<file path="src/rtl/fifo_rr_scheduler.sv">
// fifo_rr_scheduler: round-robin write arbiter plus burst/flush read FSM
// sharing a single fifo between N_REQ producers and one consumer.
module fifo_rr_scheduler #(
    parameter int N_REQ      = 4,
    parameter int DATA_WIDTH = 8,
    parameter int DEPTH      = 32,
    parameter int PTR_SIZE   = 5,
    parameter int BURST_LEN  = 8
) (
    input  logic                        clk,
    input  logic                        rst,
    input  logic [N_REQ-1:0]            req_valid,
    input  logic [N_REQ*DATA_WIDTH-1:0] req_data,
    output logic [N_REQ-1:0]            req_ready,
    output logic                        fifo_wr_en,
    output logic [DATA_WIDTH-1:0]       fifo_data_in,
    input  logic                        fifo_full,
    input  logic [PTR_SIZE:0]           fifo_count,
    output logic                        fifo_re_en,
    input  logic [DATA_WIDTH-1:0]       fifo_data_out,
    input  logic                        fifo_empty,
    output logic                        out_valid,
    output logic [DATA_WIDTH-1:0]       out_data,
    output logic                        out_last,
    input  logic                        out_ready,
    input  logic                        flush,
    output logic                        flush_done,
    output logic                        busy
);

    localparam int RR_W = (N_REQ > 1) ? $clog2(N_REQ) : 1;
    localparam int CW   = PTR_SIZE + 1;

    localparam logic [CW-1:0]   BURST_CNT = CW'(BURST_LEN);
    localparam logic [CW-1:0]   BURST_M1  = CW'(BURST_LEN - 1);
    localparam logic [RR_W-1:0] RR_LAST   = RR_W'(N_REQ - 1);

    if (DEPTH != (1 << PTR_SIZE)) begin : g_bad_depth
        $error("DEPTH must equal 2**PTR_SIZE");
    end
    if (BURST_LEN < 1 || BURST_LEN > DEPTH) begin : g_bad_burst
        $error("BURST_LEN must be in 1..DEPTH");
    end
    if (N_REQ < 2 || N_REQ > 8) begin : g_bad_nreq
        $error("N_REQ must be in 2..8");
    end

    typedef enum logic [1:0] {
        S_IDLE,
        S_BURST,
        S_FLUSH
    } state_t;

    state_t          state_q, state_d;
    logic [CW-1:0]   beat_q, beat_d;
    logic [CW-1:0]   flen_q, flen_d;
    logic            pend_q, pend_d;
    logic            done_q, done_d;
    logic [RR_W-1:0] rr_q, rr_d;

    logic [RR_W-1:0] gnt;
    logic            gnt_hit;
    logic [RR_W-1:0] scan;
    logic            wr_ok;
    logic            take;

    // Search from rr_q upward with explicit wrap at N_REQ for the first valid.
    always_comb begin
        gnt     = '0;
        gnt_hit = 1'b0;
        scan    = rr_q;
        for (int i = 0; i < N_REQ; i++) begin
            if (!gnt_hit && req_valid[scan]) begin
                gnt_hit = 1'b1;
                gnt     = scan;
            end
            scan = (scan == RR_LAST) ? '0 : scan + 1'b1;
        end
    end

    assign wr_ok      = !rst && gnt_hit && !fifo_full;
    assign fifo_wr_en = wr_ok;

    // Steer the granted requester's data and ready onto the fifo write side.
    always_comb begin
        req_ready    = '0;
        fifo_data_in = '0;
        for (int i = 0; i < N_REQ; i++) begin
            if (gnt == RR_W'(i)) begin
                req_ready[i] = wr_ok;
                fifo_data_in = req_data[i*DATA_WIDTH +: DATA_WIDTH];
            end
        end
    end

    // Pointer moves past the winner only on an accepted write.
    always_comb begin
        rr_d = rr_q;
        if (wr_ok) begin
            rr_d = (gnt == RR_LAST) ? '0 : gnt + 1'b1;
        end
    end

    // Read FSM next state and read-side outputs.
    always_comb begin
        state_d    = state_q;
        beat_d     = beat_q;
        flen_d     = flen_q;
        done_d     = 1'b0;
        take       = 1'b0;
        out_last   = 1'b0;
        out_valid  = !rst && (state_q != S_IDLE) && !fifo_empty;
        fifo_re_en = out_valid && out_ready;

        unique case (state_q)
            S_IDLE: begin
                if (pend_q && fifo_count != '0) begin
                    state_d = S_FLUSH;
                    flen_d  = fifo_count;
                    beat_d  = '0;
                    take    = 1'b1;
                end else if (pend_q) begin
                    done_d = 1'b1;
                    take   = 1'b1;
                end else if (fifo_count >= BURST_CNT) begin
                    state_d = S_BURST;
                    beat_d  = '0;
                end
            end
            S_BURST: begin
                out_last = !rst && (beat_q == BURST_M1);
            end
            S_FLUSH: begin
                out_last = !rst && (beat_q == flen_q - 1'b1);
            end
            default: begin
                state_d = S_IDLE;
            end
        endcase

        if (fifo_re_en) begin
            beat_d = beat_q + 1'b1;
            if (out_last) begin
                state_d = S_IDLE;
                done_d  = (state_q == S_FLUSH);
            end
        end

        pend_d = flush || (pend_q && !take);
    end

    assign out_data   = fifo_data_out;
    assign flush_done = done_q && !rst;
    assign busy       = !rst && (state_q != S_IDLE);

    // State registers with synchronous active-high reset.
    always_ff @(posedge clk) begin
        if (rst) begin
            state_q <= S_IDLE;
            beat_q  <= '0;
            flen_q  <= '0;
            pend_q  <= 1'b0;
            done_q  <= 1'b0;
            rr_q    <= '0;
        end else begin
            state_q <= state_d;
            beat_q  <= beat_d;
            flen_q  <= flen_d;
            pend_q  <= pend_d;
            done_q  <= done_d;
            rr_q    <= rr_d;
        end
    end

endmodule

</file>
<file path="config.mk">
export PLATFORM = sky130hd
export DESIGN_NAME = fifo_rr_scheduler
export DESIGN_NICKNAME = d
export VERILOG_FILES = /design/src/rtl/fifo_rr_scheduler.sv
export SDC_FILE = /design/constraint.sdc
export NUM_CORES = 1
export LEC_CHECK = 0
export ABC_AREA = 0
export BUFFER_PORTS_ARGS = -buffer_cell sky130_fd_sc_hd__buf_2
export CAP_MARGIN = 25
export CORE_MARGIN = 2
export CORE_UTILIZATION = 40
export CTS_BUF_LIST = sky130_fd_sc_hd__clkbuf_8
export DETAILED_ROUTE_END_ITERATION = 12
export GPL_TIMING_DRIVEN = 0
export PLACE_DENSITY_LB_ADDON = 0.3
export SYNTH_ARGS = -nofsm -noshare
export SYNTH_HDL_FRONTEND = slang
export SYNTH_SLANG_ARGS = --single-unit
</file>
<file path="constraint.sdc">
create_clock -name clk -period 3.7 [get_ports clk]
set_clock_uncertainty 0.1 [all_clocks]
set_input_delay 0.74 -clock clk [delete_from_list [all_inputs] [get_ports clk]]
set_output_delay 0.74 -clock clk [all_outputs]
set_load 0.02 [all_outputs]
</file>
==> impl_results.md <==
- Cell total after placement: 377
- Vias in the first global route: 1,679
- Slew headroom: 71.56%
- Critical path class: flop to output pin
- Row count: 24
- Startpoint types: flop
- Top area cells in the synthesized netlist: dfxtp_1 (20%), a21oi_1 (9.1%), nor2_1 (7.4%)
- WP data arrival: 2.85 ns
- Die width: 70.48 µm
- Metal1 wirelength: 2.037 mm
- FILL cells: 402
- Non-Filler Instances: 388
- Die Area: 4967 µm²
- Clock Tree Buf Depth: 2
- Worst Reg-to-Reg Cells: 8
- Gpl congestion: 0.8204
- Drt initial violations: 129
- CTS tree: built
- Met3 WL: 269 µm
- DR top layer: met4
- Slew @ Worst Pin: 0.4227 ns
- Leak pwr: 1.138 nW
- Synthesized instance count: 252
- Util after Layout: 57.58%
- Total Wirelength: 4.463 mm
- DRC errors left: 0
- TritonCTS buffer count: 3
- Clk Latency, worst-skew pair: 0.26 ns
- Worst setup EP type: output pin
- CP max FO: 10
- Iteration count of the initial detailed-routing pass: 4
- IO Port Bufs: 73
- RSZ-0062 raised after global routing: yes
- Post-synthesis sequential area ratio: 20.38%
- Worst Hold Class: flop to flop
- Dpl hpwl: 3.423 mm
- Fin crit share: 99.86%
- Reg2Reg Setup Slack: 1.25 ns
- Final antenna-violating net count: 0
- Max Clock Freq: 270.6 MHz
- Clock transition at path regs: 0.07 ns
- Global-route usage over all layers: 17.44%
- TritonCTS sink count: 18
- Hold path depth: 2
- WHS: 0.4043 ns
- Final Max Slew Viols: 0
- Share of layout cells above drive strength 1: 40.48%
- Status: finished, final reports clean
- Placeable Area: 4294 µm²
- First-pass GRT wire length: 7.265 mm
- Main synth FF type: dfxtp_1
- Initial antenna violation count: 0
- Final hold violations: 0
- TNS Setup: 0 ns
- Via Count: 1,990
- Avg WL per Cell: 11.50 µm
- Tmin final: 3.695 ns
- Max Cap Viol: 0
- Warnings, synthesis: 0
- # diodes: 0
- GR Overflow Total: 0
- Worst vdd ir: 0.2592 mV
- DR vias/cell: 5.129
- Mean Syn Cell Area: 7.016 µm²
- Min-Delay Endpoint: flen_q[5]
- Final Cell Area: 2472 µm²
- Total nets after synthesis: 317
- #FFs+latches synth: 18
- Post-Syn Area: 1768 µm²
- H-tree depth: 1
- Biggest area consumer among synthesized cells: dfxtp_1
- Hold_sp: flen_q[5]
- Final setup violation count: 0
- R2R Path End: rr_q[1]
- Placed cell areas: 2200 µm²
- Final net count: 402
- Die H: 70.48 µm
- Number of flops mapped to enable cells by yosys: 0
- Initial core utilization: 41.17%
- Ys async rst share: 0%
- WP data required: 2.86 ns
- Area share of the largest cell type after synthesis: 20.38%
- Routed met2 length: 2.113 mm
- Pwr dens: 727.6 nW/µm²
- Reg-to-Reg Start: rr_q[1]
- IO Pins: 82
- Hold_buf cts: 0
- Synth unique cells: 50
- Root buffer cell: clkbuf_8
- Largest net degree at the start of global routing: 11
- Area grow syn2layout: 39.84%
## worst max-delay path by stage
stage / from / to / cells after the start
after floorplan: rr_q[1] / fifo_data_in[6] / 15
after global placement: req_valid[0] / fifo_data_in[6] / 14
after detailed placement: req_valid[0] / fifo_data_in[6] / 14
after CTS: req_valid[1] / fifo_data_in[5] / 15
after global routing: rr_q[1] / fifo_data_in[7] / 15
final: rr_q[1] / fifo_data_in[6] / 12
## registers in the layout, summed over array words and instances, names as in the netlist
name	count
beat_q	6
done_q	1
flen_q	6
pend_q	1
rr_q	2
state_q	2
## report_power, final
part	internal, W	leakage (nW)	switching, W
Sequential	0.000214	0.148	0.0000222
Combinational	0.000643	0.961	0.000756
Clock	0.0000946	0.0288	0.0000688
## metal layers
layer / GRT usage (%) / up-vias
li1: - / 1044
met1: 22.15 / 882
met3: 1.876 / 5
met2: 31.13 / 59
met4: 4.487 / 0
met5: 0 / -
## final cells by class
type / instances / area, µm² / area share [%]
repair buffers: 83 / 457.9 / 18.52
flip-flops and latches: 18 / 365.4 / 14.78
well taps: 52 / 65.06 / 2.632
clock buffers: 4 / 55.05 / 2.227
multi-input cells: 199 / 1326 / 53.64
plain buffers: 16 / 140.1 / 5.668
inverters: 16 / 62.56 / 2.530
## critical path, cell delays in order (launching register included)
cell,delay (ns)
dfxtp_4,0.37
ha_4,0.30
buf_12,0.11
mux4_2,0.50
nor2_2,0.12
o21a_1,0.17
or3_1,0.14
ha_2,0.26
clkbuf_4,0.22
nor2_1,0.06
a21oi_1,0.12
o21ai_1,0.07
buf_2,0.15
## cell families (layout without fill, tap and decap cells)
kind of cell | Yosys count | after routing | synth area share [%]
flip-flops | 18 | 18 | 20.38
adder cells (fa/ha/maj) | 9 | 9 | 6.370
AND/OR/NAND/NOR | 114 | 114 | 32.48
AO/OA/AOI/OAI | 63 | 63 | 20.95
buffers and inverters | 35 | 119 | 11.32
XOR/XNOR | 7 | 7 | 4.246
multiplexers | 6 | 6 | 4.246
## per-stage QoR
stage	worst slack, ns	power, W
floorplan	-0.006673	0.001054
detailed placement	-0.5496	0.001323
CTS	0.006567	0.001606
finish	0.005060	0.001799
global route	-0.2265	0.001968
global placement	-0.5355	0.001313
## cell usage in the layout, fill, tap and decap left out, types with 3 or more instances in the layout
master,Yosys,layout
buf_2,0,71
nor2_1,35,33
nand2_1,32,32
a21oi_1,32,26
buf_4,9,19
dfxtp_1,18,16
inv_1,16,15
o21ai_1,0,9
and3_1,10,9
nor3_1,9,7
a21oi_2,0,6
clkbuf_8,2,6
o21ai_0,14,5
nor3_2,2,4
xor2_1,4,4
ha_1,9,4
buf_6,2,3
mux2i_1,3,3
o31ai_1,3,3
nand3_1,3,3
ha_4,0,3
## Yosys cell counts (2+ instances only)
| cell | count |
|---|---|
| mux2_2 | 2 |
| clkbuf_8 | 2 |
| buf_6 | 2 |
| and3_1 | 10 |
| nor2b_1 | 3 |
| buf_4 | 9 |
| dfxtp_1 | 18 |
| a311oi_1 | 2 |
| nor3_2 | 2 |
| a22oi_1 | 2 |
| or3_1 | 2 |
| nand2_1 | 32 |
| mux2i_1 | 3 |
| o21ai_0 | 14 |
| o31ai_1 | 3 |
| xor2_1 | 4 |
| nand2b_1 | 3 |
| nor2_1 | 35 |
| nor3_1 | 9 |
| clkbuf_1 | 5 |
| ha_1 | 9 |
| nor3b_1 | 2 |
| nand3_1 | 3 |
| a32oi_1 | 2 |
| xnor2_1 | 2 |
| inv_1 | 16 |
| a21oi_1 | 32 |
| nor4_1 | 2 |
## what timing repair did
item	4_1_cts	5_1_grt
setup endpoints to repair	12	10
pin swaps	4	8
gates resized for setup	17	20
buffers inserted	4	6
(Power assumes the default switching activity.)
